<file path="src/rtl/lc3b_types.sv">
// Shared types for the LC-3b pipeline control slice.
//   pipe_ctrl_state : stall/flush controller FSM states.
//   lc3b_perf_count : width of the optional performance counters.
//   pipe_ctrl_t     : packed bundle of all barrier enables/bubble strobes,
//                     plus the canonical output patterns the controller emits.
package lc3b_types;

  typedef enum logic {
    RUN         = 1'b0,
    FETCH_DRAIN = 1'b1
  } pipe_ctrl_state;

  typedef logic [15:0] lc3b_perf_count;

  localparam lc3b_perf_count PERF_COUNT_MAX = 16'hFFFF;

  typedef struct packed {
    logic load_pc;
    logic load_if_id;
    logic load_id_ex;
    logic load_ex_mem;
    logic load_mem_wb;
    logic bubble_if_id;
    logic bubble_id_ex;
    logic bubble_ex_mem;
    logic bubble_mem_wb;
    logic pcmux_redirect;
  } pipe_ctrl_t;

  // Bit order: pc, if_id, id_ex, ex_mem, mem_wb | b_if_id, b_id_ex, b_ex_mem, b_mem_wb | pcmux
  localparam pipe_ctrl_t CTRL_RUN      = 10'b11111_0000_0;
  // Everything frozen except MEM/WB, which drains a bubble.
  localparam pipe_ctrl_t CTRL_FREEZE   = 10'b00001_0001_0;
  // Taken redirect: flush three younger stages, MEM/WB keeps the branch (JSR writeback).
  localparam pipe_ctrl_t CTRL_REDIRECT = 10'b11111_1110_1;
  localparam pipe_ctrl_t CTRL_LOAD_USE = 10'b00111_0100_0;
  localparam pipe_ctrl_t CTRL_ISTALL   = 10'b01111_1000_0;

  localparam pipe_ctrl_t CTRL_OFF      = 10'b00000_0000_0;

endpackage

</file>
<file path="src/rtl/pipe_ctrl_perf.sv">
// Single saturating 16-bit event counter.
//   clk, reset_n : clock, asynchronous active-low reset (zeroes the count)
//   inc          : count one event this cycle
//   clear        : synchronous zero; takes precedence over inc
//   count        : current count, sticks at 0xFFFF
module pipe_ctrl_perf
  import lc3b_types::*;
(
  input  logic           clk,
  input  logic           reset_n,
  input  logic           inc,
  input  logic           clear,
  output lc3b_perf_count count
);

  lc3b_perf_count count_q;
  lc3b_perf_count count_d;

  always_comb begin
    count_d = count_q;
    if (clear) begin
      count_d = '0;
    end else if (inc && (count_q != PERF_COUNT_MAX)) begin
      count_d = count_q + 16'd1;
    end
  end

  always_ff @(posedge clk or negedge reset_n) begin
    if (!reset_n) begin
      count_q <= '0;
    end else begin
      count_q <= count_d;
    end
  end

  assign count = count_q;

endmodule

</file>
<file path="src/rtl/pipe_ctrl.sv">
// Central stall/flush controller for the five-stage LC-3b pipeline.
// Produces same-cycle load enables and bubble strobes for the PC and the
// IF/ID, ID/EX, EX/MEM, MEM/WB barriers, and holds a taken MEM-stage redirect
// until an in-flight I-cache fetch completes.
//   inputs : clk, reset_n (async, active-low), imem_read, imem_resp,
//            dmem_access, dmem_resp, load_use, redirect
//   outputs: load_pc, load_if_id, load_id_ex, load_ex_mem, load_mem_wb,
//            bubble_if_id, bubble_id_ex, bubble_ex_mem, bubble_mem_wb,
//            pcmux_redirect
// Optional build macro PIPE_CTRL_PERF_EN adds perf_clear and four saturating
// 16-bit counters: perf_imem_stall, perf_dmem_stall, perf_load_use,
// perf_redirect.
module pipe_ctrl
  import lc3b_types::*;
(
  input  logic           clk,
  input  logic           reset_n,
  input  logic           imem_read,
  input  logic           imem_resp,
  input  logic           dmem_access,
  input  logic           dmem_resp,
  input  logic           load_use,
  input  logic           redirect,
  output logic           load_pc,
  output logic           load_if_id,
  output logic           load_id_ex,
  output logic           load_ex_mem,
  output logic           load_mem_wb,
  output logic           bubble_if_id,
  output logic           bubble_id_ex,
  output logic           bubble_ex_mem,
  output logic           bubble_mem_wb,
  output logic           pcmux_redirect
`ifdef PIPE_CTRL_PERF_EN
  ,
  input  logic           perf_clear,
  output lc3b_perf_count perf_imem_stall,
  output lc3b_perf_count perf_dmem_stall,
  output lc3b_perf_count perf_load_use,
  output lc3b_perf_count perf_redirect
`endif
);

  pipe_ctrl_state state_q;
  pipe_ctrl_state state_d;
  pipe_ctrl_t     ctrl;
  pipe_ctrl_t     ctrl_out;
  logic           d_stall;
  logic           i_stall;

  assign d_stall = dmem_access & ~dmem_resp;
  assign i_stall = imem_read & ~imem_resp;

  always_comb begin
    state_d = state_q;
    ctrl    = CTRL_RUN;
    if (d_stall) begin
      // MEM owns the pipe until the D-cache answers; redirect/load_use wait.
      ctrl = CTRL_FREEZE;
    end else if (state_q == FETCH_DRAIN) begin
      // EX/MEM is frozen, so the redirect target is still valid when the fetch lands.
      if (imem_resp) begin
        ctrl    = CTRL_REDIRECT;
        state_d = RUN;
      end else begin
        ctrl = CTRL_FREEZE;
      end
    end else if (redirect) begin
      if (i_stall) begin
        // Never change the fetch address under an outstanding miss.
        ctrl    = CTRL_FREEZE;
        state_d = FETCH_DRAIN;
      end else begin
        ctrl = CTRL_REDIRECT;
      end
    end else if (load_use) begin
      // Beats an I-stall: the ID instruction must stay in IF/ID.
      ctrl = CTRL_LOAD_USE;
    end else if (i_stall) begin
      ctrl = CTRL_ISTALL;
    end
  end

  always_ff @(posedge clk or negedge reset_n) begin
    if (!reset_n) begin
      state_q <= RUN;
    end else begin
      state_q <= state_d;
    end
  end

  // Outputs go quiet the moment reset asserts, independent of the clock.
  assign ctrl_out       = reset_n ? ctrl : CTRL_OFF;
  assign load_pc        = ctrl_out.load_pc;
  assign load_if_id     = ctrl_out.load_if_id;
  assign load_id_ex     = ctrl_out.load_id_ex;
  assign load_ex_mem    = ctrl_out.load_ex_mem;
  assign load_mem_wb    = ctrl_out.load_mem_wb;
  assign bubble_if_id   = ctrl_out.bubble_if_id;
  assign bubble_id_ex   = ctrl_out.bubble_id_ex;
  assign bubble_ex_mem  = ctrl_out.bubble_ex_mem;
  assign bubble_mem_wb  = ctrl_out.bubble_mem_wb;
  assign pcmux_redirect = ctrl_out.pcmux_redirect;

`ifdef PIPE_CTRL_PERF_EN
  logic ev_imem;
  logic ev_dmem;
  logic ev_lu;
  logic ev_redir;

  // Each output pattern is unique except FREEZE, so D-stall is keyed off its condition.
  assign ev_dmem  = d_stall;
  assign ev_imem  = (ctrl == CTRL_ISTALL);
  assign ev_lu    = (ctrl == CTRL_LOAD_USE);
  assign ev_redir = (ctrl == CTRL_REDIRECT);

  pipe_ctrl_perf u_perf_imem (
    .clk(clk), .reset_n(reset_n), .inc(ev_imem), .clear(perf_clear), .count(perf_imem_stall)
  );
  pipe_ctrl_perf u_perf_dmem (
    .clk(clk), .reset_n(reset_n), .inc(ev_dmem), .clear(perf_clear), .count(perf_dmem_stall)
  );
  pipe_ctrl_perf u_perf_lu (
    .clk(clk), .reset_n(reset_n), .inc(ev_lu), .clear(perf_clear), .count(perf_load_use)
  );
  pipe_ctrl_perf u_perf_redir (
    .clk(clk), .reset_n(reset_n), .inc(ev_redir), .clear(perf_clear), .count(perf_redirect)
  );
`else
  // Counters not built; control behaviour is unchanged.
`endif

endmodule

</file>
<file path="config.mk">
export PLATFORM = sky130hd
export DESIGN_NAME = pipe_ctrl
export DESIGN_NICKNAME = d
export VERILOG_FILES = /design/src/rtl/lc3b_types.sv /design/src/rtl/pipe_ctrl_perf.sv /design/src/rtl/pipe_ctrl.sv
export SDC_FILE = /design/constraint.sdc
export NUM_CORES = 1
export LEC_CHECK = 0
export CAP_MARGIN = 10
export CORE_AREA = 3 3 40 42
export CTS_CLUSTER_SIZE = 30
export DETAILED_ROUTE_END_ITERATION = 7
export DIE_AREA = 0 0 43 45
export PLACE_DENSITY = 0.41
export SLEW_MARGIN = 20
export SYNTH_ARGS = -nofsm -noshare
export SYNTH_HDL_FRONTEND = slang
export SYNTH_HIERARCHICAL = 1
export SYNTH_SLANG_ARGS = --single-unit
</file>
<file path="constraint.sdc">
create_clock -name clk -period 1.6 [get_ports clk]
set_input_delay 0.32 -clock clk [delete_from_list [all_inputs] [get_ports clk]]
set_output_delay 0.32 -clock clk [all_outputs]
set_load 0.02 [all_outputs]
</file>
==> results.json <==
{
  "via_count": 264,
  "grt_pass1_wl_mm": 1.06,
  "synthTopCellsByCount": "sky130_fd_sc_hd__a21oi_1 (7), sky130_fd_sc_hd__buf_4 (3), sky130_fd_sc_hd__nor2_1 (3)",
  "total_power_uw": 165,
  "fin_hold_ws_ns": 0.348,
  "synth-warning-count": 6,
  "synth_top_area_share_pct": 20.1,
  "grt_start_max_net_pins": 7,
  "ys_dominant_reg_cell": "sky130_fd_sc_hd__dfrtp_1",
  "wl_microns": 594,
  "regMostFlops": "state_q",
  "fillCellCount": 149,
  "cp_cell_sequence": "dlygate4sd2_1, or3_4, a21oi_2, buf_4",
  "async_reset_ff_share_pct": 100,
  "max_slew_margin_pct": 86.0,
  "crit_slowest_cell": "sky130_fd_sc_hd__or3_4",
  "dpl_hpwl_microns": 464,
  "chipWidth_microns": 43,
  "maxCapViolations": 0,
  "fin_nets": 58,
  "die_area_sq_um": 1940,
  "synth_cells": 26,
  "rsz0062_at_grt": "yes",
  "area.sequential_sq_um": 25.0,
  "endpoint_type_of_the_worst_setup_path": "output pin",
  "grt_pass1_vias": 252,
  "port_buffers": 17,
  "drt_drc_violations_left": 0,
  "synth_edf_count": 0,
  "critical_path_class": "in2out",
  "worst_pin_slew_ns": 0.210,
  "count_of_state_elements_after_synthesis": 1,
  "number_of_primary_i_o_pins": 18,
  "clk_pin_slew_ns": 0,
  "post-route-period-util_pct": 97.3,
  "final.setup.worst_slack_ns": 0.0429,
  "antenna_left": 0,
  "avgRoutedWirePerCell_microns": 9.43,
  "final.min_clock_period_ns": 1.56,
  "drt_iter0_markers": 8,
  "pwr_dens_nw_per_um2": 421,
  "finalSetupViolCount": 0,
  "largest_reg_flops": 1,
  "setup_tns_ns": 0,
  "fraction_of_final_layout_cells_with_drive_strength_greater_than_1_pct": 52.1,
  "coreArea_sq_um": 1280,
  "finalClockSkew_ns": 0,
  "run_status": "finished clean",
  "die_h_microns": 45,
  "yosys.cell_count.top_type": "sky130_fd_sc_hd__a21oi_1",
  "final_hold_viol_count": 0,
  "synth_fp_nets": 34,
  "critical_path_peak_fanout": 2,
  "rows": 13,
  "netlist_top_cells_area": "sky130_fd_sc_hd__a21oi_1 (20%), sky130_fd_sc_hd__dfrtp_1 (14%), sky130_fd_sc_hd__buf_4 (13%), sky130_fd_sc_hd__nand2b_4 (7.9%), sky130_fd_sc_hd__nand2b_1 (7.2%)",
  "worst_path_largest_cell_delay_ns": 0.38,
  "finalWeightedCongestion": 0.710,
  "clkLatencyLatePin_ns": 0,
  "global_route.overflow_total": 0,
  "report.final.slew_viol_count": 0,
  "place_ws_ns": -0.770,
  "ir_worst_vdd_mv": 0.186,
  "hp-class": "in2async",
  "timing.critical_path.max_delay_family": "buffers and inverters",
  "timing.fmax_ghz": 0.642,
  "multiInputGateArea_sq_um": 154,
  "synth.cell_area_sq_um": 174,
  "critical_path_arrival_ns": 1.24,
  "worst_path_required_time_ns": 1.28,
  "worst-path-buf-inv": 2,
  "synth-seq-area-share_pct": 14.4,
  "route.detailed.vias_per_inst": 4.19,
  "synth_area_leader_cell": "sky130_fd_sc_hd__a21oi_1",
  "antenna_found_initial": 0,
  "reg_top3": "state_q (1)",
  "critical_path.startpoint_type": "input port",
  "avgSynthCellArea_sq_um": 6.69,
  "synth_cell_type_count": 14,
  "floorplan.initialDensity_pct": 13.5,
  "areaGrowthSynthToFinish_pct": 126,
  "power_leakage_uw": 0.000199,
  "diodes": 0,
  "dr.pass1.iters": 4,
  "track_usage_pct": 6.48
}
## cell families (layout without fill, tap and decap cells)
family	Yosys count	count (layout)	share of synthesized area, %
compound gates	11	11	33.8
simple gates	10	10	36.7
buf+inv	4	26	15.1
flops	1	1	14.4
## area by class of cell
type	instances	share of cell area, %
Tap cell	15	4.78
Sequential cell	1	6.37
Multi-Input combinational cell	21	39.2
Inverter	1	0.955
Timing Repair Buffer	25	48.7
## where the power goes
part / internal, uW / switching (uW) / total [uW]
logic: 65.9 / 70.2 / 136
clock network: 0 / 0 / 0
registers: 28.2 / 1.15 / 29.4
total: 94.1 / 71.3 / 165
## metrics by stage
step,std cells,area [sq um],util (%)
floorplan,26,174,-
global placement,61,385,30.0
detailed placement,61,385,30.0
CTS,63,384,29.9
global route,63,393,30.6
finish,63,393,30.6
## layer usage
layer  GRT usage [%]  wire length [microns]  part of all wire (%)
met5               0                      0                     0
met4               0                      0                     0
met3           0.797                     63                    11
met2            10.5                    231                    39
met1            9.81                    299                    50
## repair_timing
| action | 4_1_cts | 5_1_grt |
|---|---|---|
| setup endpoints to repair | 10 | 6 |
| pin swaps | 5 | 3 |
| resized for setup | 57 | 6 |
| hold buffers | 0 | 0 |
| setup buffers | 2 | 0 |
## worst register-to-register path, delay by kind of cell, from the launching register on
kind	cells	cell delay, ns
flip-flops	1	0.35
AO/OA/AOI/OAI	2	0.21
buffers and inverters	1	0.15
## cells in the final DEF, fill, tap and decap left out
master                            instances
sky130_fd_sc_hd__a21oi_1                  4
sky130_fd_sc_hd__a31oi_1                  1
sky130_fd_sc_hd__nor2b_4                  1
sky130_fd_sc_hd__or3_4                    1
sky130_fd_sc_hd__and2_1                   1
sky130_fd_sc_hd__nand2b_1                 1
sky130_fd_sc_hd__a21oi_2                  3
sky130_fd_sc_hd__inv_1                    1
sky130_fd_sc_hd__buf_6                    2
sky130_fd_sc_hd__buf_2                    6
sky130_fd_sc_hd__o21ai_1                  1
sky130_fd_sc_hd__buf_4                   10
sky130_fd_sc_hd__o21ai_0                  1
sky130_fd_sc_hd__dfrtp_1                  1
sky130_fd_sc_hd__dlygate4sd2_1            5
sky130_fd_sc_hd__nand2b_4                 2
sky130_fd_sc_hd__o211ai_1                 1
sky130_fd_sc_hd__nor2_1                   3
sky130_fd_sc_hd__clkdlybuf4s15_1          2
sky130_fd_sc_hd__nand3b_1                 1
## path summary, 6_finish.rpt
check,slack (ns),cells after the start,start,endpoint
worst max-delay path,0.04,4,load_use,bubble_if_id
worst min-delay path,0.35,2,reset_n,state_q
worst max register to register,0.76,3,state_q,state_q
worst min register to register,0.68,3,state_q,state_q
max in group asynchronous,1.16,2,reset_n,state_q
min in group clk,0.56,2,imem_resp,state_q
No activity file was read; power rests on OpenSTA's default activity.
